**config.mk**
```make
export PLATFORM = sky130hd
export DESIGN_NAME = imem_boot_loader
export DESIGN_NICKNAME = d
export VERILOG_FILES = /design/src/rtl/imem_boot_loader_pkg.sv /design/src/rtl/imem_boot_loader_word_assembler.sv /design/src/rtl/imem_boot_loader.sv
export SDC_FILE = /design/constraint.sdc
export NUM_CORES = 1
export LEC_CHECK = 0
export ABC_AREA = 1
export CAP_MARGIN = 20
export CORE_UTILIZATION = 40
export DETAILED_ROUTE_END_ITERATION = 6
export PLACE_DENSITY = 0.64
export RECOVER_POWER = 100
export SYNTH_ARGS = -nofsm -noshare
export SYNTH_HDL_FRONTEND = slang
export SYNTH_SLANG_ARGS = --single-unit
```
**constraint.sdc**
```tcl
create_clock -name clk -period 3 [get_ports clk]
set_clock_uncertainty 0.2 [all_clocks]
set_input_delay 0.6 -clock clk [delete_from_list [all_inputs] [get_ports clk]]
set_output_delay 0.6 -clock clk [all_outputs]
set_load 0.01 [all_outputs]
```
**src/rtl/imem_boot_loader_pkg.sv**
```systemverilog
// Shared definitions for the instruction-memory boot loader.
package imem_boot_loader_pkg;

    // state   | meaning
    // IDLE    | waiting for the first start after reset
    // HDR0    | expecting low byte of the word count
    // HDR1    | expecting high byte of the word count
    // DATA    | receiving instruction bytes, 4 per word
    // CHECK   | expecting the trailing checksum byte
    // DONE    | image loaded and verified, core released
    // ERROR   | header overflow or checksum mismatch, core held
    typedef enum logic [2:0] {
        ST_IDLE,
        ST_HDR0,
        ST_HDR1,
        ST_DATA,
        ST_CHECK,
        ST_DONE,
        ST_ERROR
    } state_t;

    localparam int         HDR_BYTES      = 2;
    localparam int         BYTES_PER_WORD = 4;
    localparam logic [1:0] LAST_BYTE_IDX  = 2'(BYTES_PER_WORD - 1);

    // States in which the loader consumes host bytes.
    function automatic logic accepts_bytes(input state_t s);
        return (s == ST_HDR0) || (s == ST_HDR1) || (s == ST_DATA) || (s == ST_CHECK);
    endfunction

endpackage

```
**src/rtl/imem_boot_loader_word_assembler.sv**
```systemverilog
// Packs little-endian host bytes into 32-bit words; pulses o_word_valid
// the cycle after the last byte of each word is accepted.
module imem_boot_loader_word_assembler
    import imem_boot_loader_pkg::*;
(
    input  logic        clk,
    input  logic        rst,
    input  logic        i_clear,
    input  logic        i_byte_en,
    input  logic [7:0]  i_byte,
    output logic        o_last_byte,
    output logic        o_word_valid,
    output logic [31:0] o_word
);

    logic [23:0] r_shift;
    logic [1:0]  r_cnt;
    logic [31:0] r_word;
    logic        r_valid;

    // Shift bytes in from the top so the first byte lands in bits [7:0];
    // the completed word is captured separately so it holds between writes.
    always_ff @(posedge clk or negedge rst) begin
        if (!rst) begin
            r_shift <= '0;
            r_cnt   <= '0;
            r_word  <= '0;
            r_valid <= 1'b0;
        end else begin
            r_valid <= 1'b0;
            if (i_clear) begin
                r_shift <= '0;
                r_cnt   <= '0;
            end else if (i_byte_en) begin
                if (r_cnt == LAST_BYTE_IDX) begin
                    r_word  <= {i_byte, r_shift};
                    r_valid <= 1'b1;
                    r_cnt   <= '0;
                end else begin
                    r_shift <= {i_byte, r_shift[23:8]};
                    r_cnt   <= r_cnt + 2'd1;
                end
            end
        end
    end

    assign o_last_byte  = (r_cnt == LAST_BYTE_IDX);
    assign o_word_valid = r_valid;
    assign o_word       = r_word;

endmodule

```
**src/rtl/imem_boot_loader.sv**
```systemverilog
// Boot loader: receives a length-prefixed, checksummed byte stream, writes
// it into instruction memory and releases the core only on a valid image.
//
// state | meaning
// IDLE  | post-reset, waiting for start
// HDR0  | word count low byte
// HDR1  | word count high byte, range check
// DATA  | instruction bytes
// CHECK | checksum byte
// DONE  | verified, core_rst_n released
// ERROR | rejected, core held in reset
module imem_boot_loader
    import imem_boot_loader_pkg::*;
#(
    parameter int ADDR_WIDTH = 10,
    parameter int DATA_WIDTH = 32,
    parameter int BASE_ADDR  = 0
) (
    input  logic                  clk,
    input  logic                  rst,
    input  logic                  start,
    input  logic                  byte_valid,
    input  logic [7:0]            byte_data,
    output logic                  byte_ready,
    output logic                  imem_we,
    output logic [ADDR_WIDTH-1:0] imem_addr,
    output logic [DATA_WIDTH-1:0] imem_wdata,
    output logic                  core_rst_n,
    output logic                  busy,
    output logic                  done,
    output logic                  error
);

    if (DATA_WIDTH != 32) begin : g_bad_width
        $error("imem_boot_loader: DATA_WIDTH must be 32");
    end

    // Words that fit between BASE_ADDR and the top of imem.
    localparam int                    CAPACITY = (1 << ADDR_WIDTH) - BASE_ADDR;
    localparam logic [ADDR_WIDTH-1:0] BASE     = ADDR_WIDTH'(BASE_ADDR);

    state_t                r_state;
    state_t                w_next;
    logic                  w_xfer;
    logic                  w_start_acc;
    logic                  w_byte_ready;
    logic                  w_data_byte;
    logic                  w_word_done;
    logic                  w_last_word;
    logic                  w_last_byte;
    logic                  w_word_valid;
    logic [31:0]           w_word;
    logic [15:0]           w_n_hdr;
    logic [7:0]            w_sum_next;
    logic [7:0]            r_n_lo;
    logic [15:0]           r_n;
    logic [7:0]            r_sum;
    logic [ADDR_WIDTH:0]   r_widx;
    logic [ADDR_WIDTH-1:0] r_addr;
    logic                  r_done;
    logic                  r_error;
    logic                  r_core_rst_n;

    assign w_byte_ready = accepts_bytes(r_state);
    assign w_xfer       = byte_valid & w_byte_ready;
    assign w_start_acc  = start & ((r_state == ST_IDLE) || (r_state == ST_DONE) ||
                                   (r_state == ST_ERROR));
    assign w_data_byte  = w_xfer & (r_state == ST_DATA);
    assign w_word_done  = w_data_byte & w_last_byte;
    // Index counter is one bit wider than the address, so this never wraps.
    assign w_last_word  = ((32'(r_widx) + 32'd1) == {16'd0, r_n});
    assign w_n_hdr      = {byte_data, r_n_lo};
    assign w_sum_next   = r_sum + byte_data;

    imem_boot_loader_word_assembler u_word_asm (
        .clk          (clk),
        .rst          (rst),
        .i_clear      (w_start_acc),
        .i_byte_en    (w_data_byte),
        .i_byte       (byte_data),
        .o_last_byte  (w_last_byte),
        .o_word_valid (w_word_valid),
        .o_word       (w_word)
    );

    // State register.
    always_ff @(posedge clk or negedge rst) begin
        if (!rst) r_state <= ST_IDLE;
        else      r_state <= w_next;
    end

    // Next-state decode.
    always_comb begin
        w_next = r_state;
        case (r_state)
            ST_IDLE:  if (w_start_acc) w_next = ST_HDR0;
            ST_HDR0:  if (w_xfer) w_next = ST_HDR1;
            ST_HDR1: begin
                if (w_xfer) begin
                    if (w_n_hdr == 16'd0)                    w_next = ST_CHECK;
                    else if ({16'd0, w_n_hdr} > 32'(CAPACITY)) w_next = ST_ERROR;
                    else                                     w_next = ST_DATA;
                end
            end
            ST_DATA:  if (w_word_done && w_last_word) w_next = ST_CHECK;
            ST_CHECK: if (w_xfer) w_next = (w_sum_next == 8'd0) ? ST_DONE : ST_ERROR;
            ST_DONE:  if (w_start_acc) w_next = ST_HDR0;
            ST_ERROR: if (w_start_acc) w_next = ST_HDR0;
            default:  w_next = ST_IDLE;
        endcase
    end

    // Header capture, running checksum and word index / write address.
    always_ff @(posedge clk or negedge rst) begin
        if (!rst) begin
            r_n_lo <= '0;
            r_n    <= '0;
            r_sum  <= '0;
            r_widx <= '0;
            r_addr <= BASE;
        end else if (w_start_acc) begin
            r_sum  <= '0;
            r_widx <= '0;
        end else begin
            if (w_xfer) r_sum <= w_sum_next;
            if (w_xfer && r_state == ST_HDR0) r_n_lo <= byte_data;
            if (w_xfer && r_state == ST_HDR1) r_n <= w_n_hdr;
            if (w_word_done) begin
                r_widx <= r_widx + 1'b1;
                r_addr <= BASE + r_widx[ADDR_WIDTH-1:0];
            end
        end
    end

    // Status flags follow the state being entered, so they clear on the start edge.
    always_ff @(posedge clk or negedge rst) begin
        if (!rst) begin
            r_done       <= 1'b0;
            r_error      <= 1'b0;
            r_core_rst_n <= 1'b0;
        end else begin
            r_done       <= (w_next == ST_DONE);
            r_error      <= (w_next == ST_ERROR);
            r_core_rst_n <= (w_next == ST_DONE);
        end
    end

    assign byte_ready = w_byte_ready;
    assign busy       = w_byte_ready;
    assign imem_we    = w_word_valid;
    assign imem_addr  = r_addr;
    assign imem_wdata = w_word;
    assign core_rst_n = r_core_rst_n;
    assign done       = r_done;
    assign error      = r_error;

endmodule

```
==> results_dict.tcl, run 1 <==
set metrics [dict create \
    layout_commonest_cell "sky130_fd_sc_hd__nand2_1" \
    total_area_of_multi_input_combinational_cells_um2 2010 \
    p_sw_uw 1800 \
    grt_setup_unrepaired "false" \
    comb_power_share_pct 26.9 \
    max_slew.worst_pin.slew_ps 1560 \
    drive_gt1_share_pct 7.54 \
    max-slew-margin-rel_pct -4.31 \
    clock_power_share_pct 34.5 \
    cts_hold_repair.buffers 0 \
    critical_path.endpoint_type "register" \
    yosysWarnings 0 \
    ctsResizeCount 0 \
    ctsHtreeMaxLevel 4 \
    yosys.area.top_type "sky130_fd_sc_hd__dfrtp_1" \
    dp.final_hpwl_mm 8.83 \
    filler_cell_count 1277 \
    antenna_found_initial 0 \
    place.detailed.instances 874 \
    tritoncts "yes" \
    clock_insertion_delay_worst_skew_ps 420 \
    drt-initial-drc-count 312 \
    synth_nets 670 \
    top_level_ports 60 \
    timing_hold_violations_final 0 \
    die_width_um 118 \
    timing.critical_path.mode_cell "sky130_fd_sc_hd__nand2_1" \
    first_global_vias 4527 \
    vias 4546 \
    overflow 0 \
    cp.buffers_inverters 1 \
    crit_required_ps 3100 \
    synth-seq-area-share_pct 54.1 \
    antenna_diode_count 0 \
    clk_path_buf_depth 2 \
    max_clock_freq_mhz 367 \
    path_class "input pin to register" \
    cp_slowest_cell "sky130_fd_sc_hd__clkdlybuf4s50_1" \
    p_int_uw 3580 \
    yosys.cell_types.count 34 \
    clk_root_buffer_cell "sky130_fd_sc_hd__clkbuf_16" \
    cts_buf_count 17 \
    floorplan.initialDensity_pct 41.0 \
    crit_path_start_kind "input pin" \
    postSynth.asyncResetShare_pct 100 \
    power.leakage_uw 0.00336 \
    pin_count_of_the_biggest_net_entering_global_routing 118 \
    drt_wl_total_mm 12.7 \
    ys_dominant_reg_cell "sky130_fd_sc_hd__dfrtp_1" \
    routedWlPerCell_um 14.0 \
    min_path_type "register to register" \
    placeableCoreArea_um2 13200 \
    critical-path-max-stage-delay_ps 450 \
    power.total_uw 5380 \
    synth_top_cells_by_area "sky130_fd_sc_hd__dfrtp_1, sky130_fd_sc_hd__nand2_1, sky130_fd_sc_hd__o21ai_0" \
    critPathMaxFanout 3 \
    fin_crit_ps 2720 \
    synth_top_area_share_pct 54.1 \
    layoutNonFillerInstCount 905 \
    worstPathCellList "clkdlybuf4s50_1 > ha_1 > fa_1 > xor2_1 > nor3_1 > nand3_1 > nor2_1 > nand2_1 > nand2_1 > nand2_1 > nand2_1 > nand3_1 > and2_0" \
    placement.io_buffers 59 \
    run_status "complete, but fails checks" \
    mostFrequentLayoutCells "sky130_fd_sc_hd__nand2_1, sky130_fd_sc_hd__dfrtp_1, sky130_fd_sc_hd__inv_1" \
    final.period_utilization_pct 90.7 \
    grt_use_total_pct 19.9 \
    sw_frac_of_total_pct 33.4 \
    violations "capacitance limit, slew limit" \
    post_synthesis_to_final_layout_area_growth_pct 24.7 \
    gpl.final_weighted_congestion 0.840 \
    setup_fix_buffers_added_after_clock_tree_synthesis 0 \
    number_of_nets_in_the_final_layout 739 \
    postSynthRegisterBits 117 \
    worst-endpoint-arrival_ps 2820 \
    remaining_drc_errors 0 \
    post_synth.cell_area_avg_um2 8.35 \
    setup-violations-final 0 \
    synth.cell_area_um2 5410 \
    area.sequential_um2 2930 \
    synthCells 648 \
    detail_route.first_pass.iterations 5 \
    grt_first_pass_wirelength_mm 21.9 \
    timing.reg2reg.setup_slack_ps 440 \
    report.final.slew_viol_count 118 \
    die-height_um 118 \
    seq_power_share_pct 38.6 \
    worst_path_dominant_cell_family "simple AND/OR/NAND/NOR gates" \
    drv_cap 1 \
    post_detailed_route_count_of_antenna_violating_nets 0 \
    dieArea_um2 14000 \
    clock_sink_total 117 \
    num_rows 42 \
    worst_setup_hold_path_clk_slew_ps 60 \
    viasPerCell 5.02 \
    power_per_cell_area_nw_per_um2 798 \
    synth_enable_flop_cells 0 \
    ir_worst_vdd_mv 0.397 \
]
[synth_stat cells (2+ instances only)]
library cell / number
sky130_fd_sc_hd__inv_2: 3
sky130_fd_sc_hd__buf_2: 5
sky130_fd_sc_hd__buf_4: 2
sky130_fd_sc_hd__o22ai_1: 29
sky130_fd_sc_hd__inv_1: 93
sky130_fd_sc_hd__xor2_1: 2
sky130_fd_sc_hd__dfrtp_1: 117
sky130_fd_sc_hd__a31oi_1: 2
sky130_fd_sc_hd__nand4_1: 7
sky130_fd_sc_hd__nand3_1: 45
sky130_fd_sc_hd__nor2_2: 2
sky130_fd_sc_hd__nor2_4: 4
sky130_fd_sc_hd__xnor2_1: 2
sky130_fd_sc_hd__ha_1: 9
sky130_fd_sc_hd__nor2_1: 33
sky130_fd_sc_hd__nand2_1: 175
sky130_fd_sc_hd__o21ai_1: 2
sky130_fd_sc_hd__nand3b_1: 4
sky130_fd_sc_hd__clkbuf_1: 14
sky130_fd_sc_hd__nand2_2: 6
sky130_fd_sc_hd__o21ai_0: 72
sky130_fd_sc_hd__nor3_1: 3
sky130_fd_sc_hd__a21oi_1: 6
[logic make-up (layout without fill, tap and decap cells)]
logic type                 count (synthesis)  after routing  share of synthesized area [%]
AOI/OAI and AO/OA                        116            116                           11.7
xor gates and xnor gates                   4              4                          0.648
adders and majority gates                 10             10                           2.45
buffers and inverters                    118            199                           8.44
DFF                                      117            117                           54.1
and+or+nand+nor                          283            283                           22.6
[worst reg2reg max path, cell delays in order, from the launching register on]
cell	delay, ps
sky130_fd_sc_hd__dfrtp_1	470
sky130_fd_sc_hd__inv_1	100
sky130_fd_sc_hd__nor2_1	200
sky130_fd_sc_hd__inv_1	90
sky130_fd_sc_hd__nor2_1	140
sky130_fd_sc_hd__clkbuf_1	620
sky130_fd_sc_hd__inv_1	360
sky130_fd_sc_hd__nand2_1	150
sky130_fd_sc_hd__o21ai_0	90
[path summary, 6_finish.rpt]
path / endpoint / startpoint / cells after the start
max: error / byte_data[0] / 13
min: u_word_asm.o_word[4] / u_word_asm.o_word[4] / 2
max reg2reg: r_n[14] / r_state[1] / 8
min reg2reg: u_word_asm.o_word[4] / u_word_asm.o_word[4] / 2
max in group asynchronous: r_widx[8] / rst / 2
min in group asynchronous: u_word_asm.r_shift[4] / rst / 2
[power by group through the flow]
| stage | combinational [uW] | clock (uW) | sequential (uW) |
|---|---|---|---|
| floorplan | 1020 | 0 | 2060 |
| global placement | 1420 | 0 | 2090 |
| detailed placement | 1470 | 0 | 2100 |
| CTS | 1480 | 1880 | 2070 |
| global route | 1660 | 1960 | 2110 |
| finish | 1450 | 1860 | 2080 |
[final cells by class]
cell class	count	share of cell area [%]
flip-flops and latches	117	43.4
clock inverters	9	1.19
clock buffers	22	6.88
multi-input cells	413	29.9
inverters	96	5.34
well taps	176	3.27
repair buffers	72	10.0
[stage by stage]
stage          hold slack, ps  setup slack, ps  area (um2)  utilization, %  TNS [ps]
3_3_place_gp              265            -15.6        6230            47.2     -15.6
5_1_grt                   305             60.7        6740            51.1         0
2_1_floorplan             104              552        5410               -         0
4_1_cts                  98.5              285        6780            51.4         0
6_report                  275              278        6740            51.1         0
3_5_place_dp              273             -134        6230            47.2      -134
[sequential cells by signal, summed over array words and instances (netlist names)]
signal / flops
core_rst_n: 1
error: 1
imem_addr: 10
r_n: 16
r_n_lo: 8
r_state: 3
r_sum: 8
r_widx: 11
u_word_asm.o_word: 32
u_word_asm.o_word_valid: 1
u_word_asm.r_cnt: 2
u_word_asm.r_shift: 24
[routing by layer]
metal	vias up	wire, um	GRT usage (%)
met4	0	269	9.38
met5	-	0	0
met3	23	693	4.49
met2	134	5940	31.1
met1	2175	5770	26.2
li1	2214	-	-
Note: power is estimated with default switching activity, not from simulation.
==> run 2: changes to the inputs <==
--- a/config.mk
+++ b/config.mk
@@ -9,6 +9,7 @@
 export CAP_MARGIN = 20
 export CORE_UTILIZATION = 40
 export DETAILED_ROUTE_END_ITERATION = 6
+export HOLD_SLACK_MARGIN = 0.1
 export PLACE_DENSITY = 0.64
 export RECOVER_POWER = 100
 export SYNTH_ARGS = -nofsm -noshare
==> results_dict.tcl, run 2 (synthesis results as in run 1) <==
set metrics [dict create \
    run_status "complete, but fails checks" \
    violations "capacitance limit, slew limit" \
    routedWlPerCell_um 14.0 \
    grt.met1_usage_pct 26.2 \
    pin_count_of_the_biggest_net_entering_global_routing 118 \
    mostFrequentLayoutCells "sky130_fd_sc_hd__nand2_1, sky130_fd_sc_hd__dfrtp_1, sky130_fd_sc_hd__inv_1" \
    worst_path_dominant_cell_family "simple AND/OR/NAND/NOR gates" \
    grt_busiest_layer "met2" \
    clock_sink_total 117 \
    ctsHtreeMaxLevel 4 \
    layout.core_utilization_pct 51.2 \
    clock_insertion_delay_worst_skew_ps 420 \
    die_width_um 118 \
    grt_setup_unrepaired "false" \
    cp.buffers_inverters 1 \
    vias 4529 \
    power_per_cell_area_nw_per_um2 797 \
    crit_required_ps 3100 \
    max_clock_freq_mhz 367 \
    worstPathCellList "clkdlybuf4s50_1 > ha_1 > fa_1 > xor2_1 > nor3_1 > nand3_1 > nor2_1 > nand2_1 > nand2_1 > nand2_1 > nand2_1 > nand3_1 > and2_0" \
    min_path_type "register to register" \
    largest_reg_flops 32 \
    final.period_utilization_pct 90.8 \
    critical_path.endpoint_type "register" \
    worst-endpoint-arrival_ps 2820 \
    critPathMaxFanout 3 \
    post_synthesis_to_final_layout_area_growth_pct 24.8 \
    postPlaceCellArea_um2 6230 \
    cp_slowest_cell "sky130_fd_sc_hd__clkdlybuf4s50_1" \
    overflow 0 \
    viasPerCell 5.00 \
    setup-violations-final 0 \
    drt-initial-drc-count 347 \
    antenna_found_initial 0 \
    power.leakage_uw 0.00336 \
    layout_commonest_cell "sky130_fd_sc_hd__nand2_1" \
    number_of_nets_in_the_final_layout 740 \
    report.final.slew_viol_count 118 \
    grt_first_pass_wirelength_mm 21.9 \
    placement.io_buffers 59 \
    first_global_vias 4532 \
    drive_gt1_share_pct 7.53 \
    fin_crit_ps 2720 \
    met3_global_route_usage_pct 4.49 \
    dieArea_um2 14000 \
    top_level_ports 60 \
    max-slew-margin-rel_pct -4.64 \
    timing_hold_violations_final 0 \
    detail_route.first_pass.iterations 5 \
    clk_root_buffer_cell "sky130_fd_sc_hd__clkbuf_16" \
    path_class "input pin to register" \
    timing.critical_path.mode_cell "sky130_fd_sc_hd__nand2_1" \
    grt_use_total_pct 19.9 \
    total_non_filler_cell_area_in_the_finished_layout_um2 6750 \
    ctsResizeCount 0 \
    dp.final_hpwl_mm 8.83 \
    placeableCoreArea_um2 13200 \
    num_rows 42 \
    critical-path-max-stage-delay_ps 450 \
    cts_buf_count 17 \
    globalRouteMet2Util_pct 31.1 \
    remaining_drc_errors 0 \
    floorplan.initialDensity_pct 41.0 \
    tritoncts "yes" \
    clk_path_buf_depth 2 \
    max_slew.worst_pin.slew_ps 1570 \
    ir_worst_vdd_mv 0.396 \
    worst_setup_hold_path_clk_slew_ps 60 \
    drt_wl_total_mm 12.7 \
    die-height_um 118 \
    timing.reg2reg.setup_slack_ps 470 \
    drv_cap 1 \
    crit_path_start_kind "input pin" \
    gpl.final_weighted_congestion 0.840 \
    antenna_diode_count 0 \
    post_detailed_route_count_of_antenna_violating_nets 0 \
]
-- run 2: cell count changes in the layout (fill, tap and decap cells not counted), sizes merged --
cell,before,now
dlygate4sd3,49,50
-- run 2: path summary, 6_finish.rpt --
kind / start / endpoint / cells after the start
max: byte_data[0] / error / 13
min: imem_addr[7] / imem_addr[7] / 2
max reg2reg: r_state[1] / r_n[15] / 7
min reg2reg: imem_addr[7] / imem_addr[7] / 2
max in group asynchronous: rst / r_widx[8] / 3
min in group asynchronous: rst / u_word_asm.r_shift[12] / 3
-- run 2: cell type report --
| cell class | instances | area [um2] |
|---|---|---|
| fill | 1277 | 6440 |
| sequential | 117 | 2930 |
| multi-input combinational | 413 | 2010 |
| timing repair buffer | 73 | 686 |
| clock buffer | 22 | 464 |
| inverter | 96 | 360 |
| tap | 176 | 220 |
| clock inverter | 9 | 80.1 |
-- run 2: worst min-delay path, stage by stage, from the launching register on --
cell	delay (ps)
sky130_fd_sc_hd__dfrtp_1	330
sky130_fd_sc_hd__nand2_1	50
sky130_fd_sc_hd__o21ai_0	60
-- run 2: routing by layer --
metal  share of wire, %  vias up  wire (um)
li1                   -     2216          -
met1                 47     2195       5920
met2                 47       99       5990
met3                4.0       19        504
met4                2.0        0        253
met5                  0        -          0
-- run 2: per-stage QoR --
step	cells	hold slack [ps]	setup TNS, ps	total power [uW]	worst slack [ps]
floorplan	648	104	0	3080	552
global placement	874	265	-15.6	3510	-15.6
detailed placement	874	273	-134	3570	-134
CTS	906	286	0	5440	285
global route	906	305	0	5730	60.7
finish	906	276	0	5380	276
-- run 2: power breakdown --
part | leakage (uW) | internal [uW] | total (uW) | switching (uW)
Clock | 0.000258 | 1170 | 1860 | 691
Sequential | 0.00158 | 1900 | 2070 | 175
Combinational | 0.00153 | 514 | 1450 | 933
-- run 2: timing repair --
item | 4_1_cts | 5_1_grt
buffers inserted | 0 | 0
hold endpoints to repair | 1 | 0
hold buffers | 1 | 0
